## config.mk

```make
export PLATFORM = sky130hd
export DESIGN_NAME = aon_lfclk_ctrl
export DESIGN_NICKNAME = d
export VERILOG_FILES = /design/src/rtl/aon_lfclk_ctrl.sv
export SDC_FILE = /design/constraint.sdc
export NUM_CORES = 1
export LEC_CHECK = 0
export CORE_ASPECT_RATIO = 1.25
export CORE_MARGIN = 3
export CORE_UTILIZATION = 45
export CTS_BUF_LIST = sky130_fd_sc_hd__clkbuf_8 sky130_fd_sc_hd__clkbuf_16
export DETAILED_ROUTE_END_ITERATION = 16
export PLACE_DENSITY_LB_ADDON = 0.08
export RECOVER_POWER = 25
export SETUP_SLACK_MARGIN = 0.3
export SKIP_CTS_REPAIR_TIMING = 1
export SYNTH_ARGS = -nofsm -noshare
export SYNTH_HDL_FRONTEND = slang
export SYNTH_SLANG_ARGS = --single-unit
```

## constraint.sdc

```tcl
create_clock -name clk -period 2.6 [get_ports clk]
set_input_delay 0.26 -clock clk [delete_from_list [all_inputs] [get_ports clk]]
set_output_delay 0.26 -clock clk [all_outputs]
set_load 0.02 [all_outputs]
```

## src/rtl/aon_lfclk_ctrl.sv

```systemverilog
// Always-on low-frequency clock controller: programmable half-period divider with
// a valid/ready configuration port. Updates to divisor/enable while running are
// held until the next high-to-low boundary so clk_out never glitches.
module aon_lfclk_ctrl #(
  parameter int unsigned CNT_W    = 16,
  parameter int unsigned DEF_HALF = 127,
  parameter bit          DEF_EN   = 1'b1
) (
  input  logic             clk,
  input  logic             reset_n,
  input  logic             cfg_valid,
  output logic             cfg_ready,
  input  logic [CNT_W-1:0] cfg_half,
  input  logic             cfg_en,
  output logic             cfg_done,
  output logic             clk_out,
  output logic             clk_tick,
  output logic             running,
  output logic [CNT_W-1:0] cur_half
);

  localparam logic [1:0] StIdle    = 2'd0;
  localparam logic [1:0] StRun     = 2'd1;
  localparam logic [1:0] StUpdWait = 2'd2;

  localparam logic [1:0]       StReset  = DEF_EN ? StRun : StIdle;
  localparam logic [CNT_W-1:0] DefHalf  = CNT_W'(DEF_HALF);
  localparam logic [CNT_W-1:0] CntOne   = CNT_W'(1);

  logic [1:0]       state_q, state_d;
  logic [CNT_W-1:0] cnt_q, cnt_d;
  logic             clk_out_q, clk_out_d;
  logic             tick_q, tick_d;
  logic [CNT_W-1:0] cur_half_q, cur_half_d;
  logic [CNT_W-1:0] pend_half_q, pend_half_d;
  logic             pend_en_q, pend_en_d;
  // apply_q marks the edge a configuration took effect; cfg_done trails it by one cycle
  logic             apply_q, apply_d;
  logic             done_q;

  logic wrap;
  logic handshake;

  assign wrap      = (cnt_q == cur_half_q);
  assign cfg_ready = (state_q != StUpdWait);
  assign handshake = cfg_valid && cfg_ready;

  // Next-state: counting, handshake capture and boundary-aligned update
  always_comb begin
    state_d     = state_q;
    cnt_d       = cnt_q;
    clk_out_d   = clk_out_q;
    tick_d      = 1'b0;
    cur_half_d  = cur_half_q;
    pend_half_d = pend_half_q;
    pend_en_d   = pend_en_q;
    apply_d     = 1'b0;
    case (state_q)
      StIdle: begin
        cnt_d     = '0;
        clk_out_d = 1'b0;
        if (handshake) begin
          cur_half_d = cfg_half;
          apply_d    = 1'b1;
          state_d    = cfg_en ? StRun : StIdle;
        end
      end
      StRun, StUpdWait: begin
        if (wrap) begin
          cnt_d     = '0;
          clk_out_d = ~clk_out_q;
          tick_d    = ~clk_out_q;
        end else begin
          cnt_d = cnt_q + CntOne;
        end
        if (state_q == StRun && handshake) begin
          pend_half_d = cfg_half;
          pend_en_d   = cfg_en;
          state_d     = StUpdWait;
        end
        // Only a boundary seen while already pending applies, never the accepting one
        if (state_q == StUpdWait && wrap && clk_out_q) begin
          clk_out_d  = 1'b0;
          cnt_d      = '0;
          cur_half_d = pend_half_q;
          apply_d    = 1'b1;
          state_d    = pend_en_q ? StRun : StIdle;
        end
      end
      default: begin
        state_d   = StIdle;
        cnt_d     = '0;
        clk_out_d = 1'b0;
      end
    endcase
  end

  // State registers with synchronous active-low reset
  always_ff @(posedge clk) begin
    if (!reset_n) begin
      state_q     <= StReset;
      cnt_q       <= '0;
      clk_out_q   <= 1'b0;
      tick_q      <= 1'b0;
      cur_half_q  <= DefHalf;
      pend_half_q <= '0;
      pend_en_q   <= 1'b0;
      apply_q     <= 1'b0;
      done_q      <= 1'b0;
    end else begin
      state_q     <= state_d;
      cnt_q       <= cnt_d;
      clk_out_q   <= clk_out_d;
      tick_q      <= tick_d;
      cur_half_q  <= cur_half_d;
      pend_half_q <= pend_half_d;
      pend_en_q   <= pend_en_d;
      apply_q     <= apply_d;
      done_q      <= apply_q;
    end
  end

  assign cfg_done = done_q;
  assign clk_out  = clk_out_q;
  assign clk_tick = tick_q;
  assign running  = (state_q == StRun) || (state_q == StUpdWait);
  assign cur_half = cur_half_q;

endmodule

```

==> metrics.log <==
[metrics] top library cells by usage in the layout, fill and taps aside: dfxtp_1, nand2_1, nor2_1
[metrics] Worst Setup Slack, final: 0.445 ns
[metrics] clock tree from TritonCTS: yes
[metrics] area taken by flip-flops and latches: about 1100 um2
[metrics] count of buffers from port buffering: 40
[metrics] antenna violations before repair: 0
[metrics] Post-Syn Nets: 340
[metrics] detailed router's first-iteration violation count: ~70
[metrics] sequential share of power: 40.9%
[metrics] flop and latch count out of synthesis: 55
[metrics] filler cell count: 543
[metrics] first-pass iteration count of the detailed router: 4
[metrics] synthesis warning total: 0
[metrics] Finish-stage setup viols: 0
[metrics] top cell family by delay on the critical path: buffers and inverters
[metrics] min-delay src: apply_q
[metrics] count of nets after finishing: between 300 and 400
[metrics] Clock Latency Late Sink: 0.31 ns
[metrics] remaining number of nets flagged by the antenna check after routing: 0
[metrics] max-slew violations: 0
[metrics] worst slew slack as a fraction of its limit: approximately 67%
[metrics] # DRC: 0
[metrics] launching point of the worst reg2reg path: cnt_q[2]
[metrics] maximum root-to-sink buffer count: 2
[metrics] post-synthesis sequential area ratio: 41.9%
[metrics] cells after synthesis: about 320
[metrics] die span in y: 91.4 um
[metrics] FFs w/ async S/R, synth: 0%
[metrics] total gr overflow: 0
[metrics] DP Worst Slack: 0.634 ns
[metrics] worst path cell trace: inv_1 -> ha_2 -> clkdlybuf4s50_1
[metrics] diode insertion count for antenna repair: 0
[metrics] Worst Hold Path EP: cfg_done
[metrics] final critical path time including I/O delays and setup: between 2 and 2.5 ns
[metrics] area of the core: 5560 um2
[metrics] combinational cell fraction of total power: 41.3%
[metrics] total number of H-tree levels: 2
[metrics] Setup CP Type: flip-flop to output port
[metrics] hold violation total from the final report: 0
[metrics] biggest fanout along the worst timing path: 13
[metrics] Internal Power: 1580 uW
[metrics] number of global-route vias before repair: 2,127
[metrics] width of the die: 74.3 um
[metrics] required time at the endpoint of the critical path: 2.34 ns
[metrics] number of flops mapped to enable cells by yosys: 0
[metrics] status: finished, final reports clean
[metrics] placement row count: 30
[metrics] full die area: 6790 um2
[metrics] critical path launch point type: flip-flop
[metrics] portion of total power attributed to the clock network: 17.8%
[metrics] global placer's final weighted congestion: between 0.8 and 0.9
[metrics] worst hold path class: flip-flop to flip-flop
[metrics] crit share post-route: 82.9%
[metrics] Clock transition at path regs: 0.10 ns
[metrics] Setup TNS Final: 0 ns
[metrics] via total after detailed routing: 2,259
[metrics] TritonCTS buffer count: 5
[metrics] Min-Delay Path Depth: 1
[metrics] layout-stage area growth over the synthesis result: 22.0%
[metrics] syn_area_per_cell: 8.34 um2
[metrics] largest net degree at the start of global routing: 19
[metrics] Initial Util: 47.3%
[metrics] ratio of cells with drive above 1 in the final layout: 6.96%
[metrics] RSZ-0062 raised after global routing: no
[metrics] DR WL/cell: 14.7 um
[metrics] Least-Margin Pin Slew: around 0.50 ns
[metrics] flop2flop setup slack: ~0.6 ns
[metrics] commonest register cell after synthesis: dfxtp_1
[metrics] total leakage power: 0.00125 uW
[metrics] overall routed net length: 6230 um
[metrics] HPWL after DPL: 4530 um
[metrics] slowest stage cell, crit path: clkdlybuf4s50_1
[metrics] io pins: 41
[metrics] FF-to-FF End: cnt_q[11]
[metrics] Worst Path Buf+Inv: 2
[metrics] Overall Global Routing Usage: between 10% and 20%
[metrics] Layout Skew: 0.00929 ns
[metrics] Crit. End Element: output port
[metrics] most common cell after layout, fill and taps aside: dfxtp_1
[metrics] max capacitance violation total: 0
[metrics] power per unit of standard cell area: slightly above 800 nW/um2
[metrics] multi-input gate area in the final layout: around 1400 um2
[metrics] maximum vdd ir drop: 705 uV
[metrics] depth of the worst register-to-register path: 7
[metrics] crit path launch: state_q[1]
[metrics] arrival time reported for the critical path endpoint: 1.89 ns
[metrics] Via-to-Cell Ratio: 5.34
[metrics] wire length of the first global-routing pass: approximately 10,000 um
[metrics] root buffer cell: clkbuf_8
[metrics] TritonCTS Sinks: 55
[metrics] NetSw: slightly above 1000 uW
[metrics] Unique masters post-synth: 37
[metrics] net switching share of the total power: 39.4%
[metrics] Post-Synthesis Cell Area: 2630 um2
[metrics] Worst Hold Slack: 0.461 ns
[metrics] maximum clock frequency: 0.464 GHz
[metrics] delay contributed by the slowest stage of the critical path: 0.65 ns
Yosys cell counts (2+ instances only):
master / number / area (um2)
ha_1: 5 / 62.6
a211oi_1: 7 / 52.6
nand3_1: 10 / 50.1
xnor2_1: 9 / 78.8
buf_6: 2 / 22.5
dfxtp_1: 55 / 1100
nand2_1: 54 / 203
o21ai_0: 11 / 55.1
and3_1: 3 / 18.8
xor2_1: 22 / 193
nor4_1: 4 / 25.0
inv_1: 5 / 18.8
nor3_1: 4 / 20.0
nor2_1: 28 / 105
clkbuf_1: 10 / 37.5
nand4_1: 11 / 68.8
buf_2: 4 / 20.0
a31oi_1: 9 / 56.3
and2_1: 2 / 12.5
nor2b_1: 17 / 106
mux2i_1: 7 / 70.1
and4_1: 4 / 35.0
a21oi_1: 18 / 90.1
final cells by class:
type / count / share of cell area (%)
Clock buffer: 5 / 2.15
Clock inverter: 3 / 0.508
Inverter: 6 / 0.703
Multi-Input combinational cell: 237 / 44.2
Sequential cell: 55 / 34.4
Tap cell: 64 / 2.50
Timing Repair Buffer: 53 / 15.5
cell families after synthesis:
family,synth area share (%)
DFF,41.9
AOI/OAI and AO/OA,12.1
muxes,2.67
buffers and inverters,4.19
and+or+nand+nor,26.3
xor gates and xnor gates,10.3
adders and majority gates,2.38
worst register-to-register path, cell delays in order, from the launching register on:
cell     delay (ns)
dfxtp_1        0.44
xor2_1         0.13
nor4_1         0.33
nand4_1        0.30
buf_4          0.28
nand3_1        0.11
buf_4          0.23
nor2_1         0.08
per-stage QoR:
step,instances,util (%),total power [uW],cell area (um2)
after CTS,423,57.6,2630,3200
final,423,57.7,2610,3200
after global placement,415,56.1,2150,3120
after global routing,423,57.7,2800,3200
after detailed placement,415,56.1,2160,3120
after floorplan,315,-,1790,2630
flip-flops by register name (all words and copies together), names as in the netlist:
name / count
apply_q: 1
cfg_done: 1
clk_out: 1
clk_tick: 1
cnt_q: 16
cur_half: 16
pend_en_q: 1
pend_half_q: 16
state_q: 2
worst max path at each step:
| stage | to | slack [ns] | cells after the start |
|---|---|---|---|
| finish | running | 0.45 | 3 |
| global route | running | 0.35 | 3 |
| CTS | running | 0.35 | 3 |
| detailed placement | cnt_q[14] | 0.63 | 7 |
| global placement | cnt_q[14] | 0.61 | 7 |
| floorplan | cur_half[0] | 0.53 | 9 |
power groups by stage:
| stage | clock network [uW] | registers, uW | logic (uW) |
|---|---|---|---|
| 5_1_grt | 521 | 1080 | 1200 |
| 2_1_floorplan | 0 | 1090 | 701 |
| 4_1_cts | 484 | 1070 | 1080 |
| 6_report | 464 | 1070 | 1080 |
| 3_5_place_dp | 0 | 1090 | 1080 |
| 3_3_place_gp | 0 | 1090 | 1060 |
metal layers:
metal | GRT usage, % | part of all wire, % | vias up
li1 | - | - | 1162
met1 | 25.7 | 46 | 1030
met2 | 29.4 | 48 | 50
met3 | 3.99 | 3.1 | 17
met4 | 8.90 | 3.3 | 0
met5 | 0 | 0 | -
No activity file was read; power rests on OpenSTA's default activity.
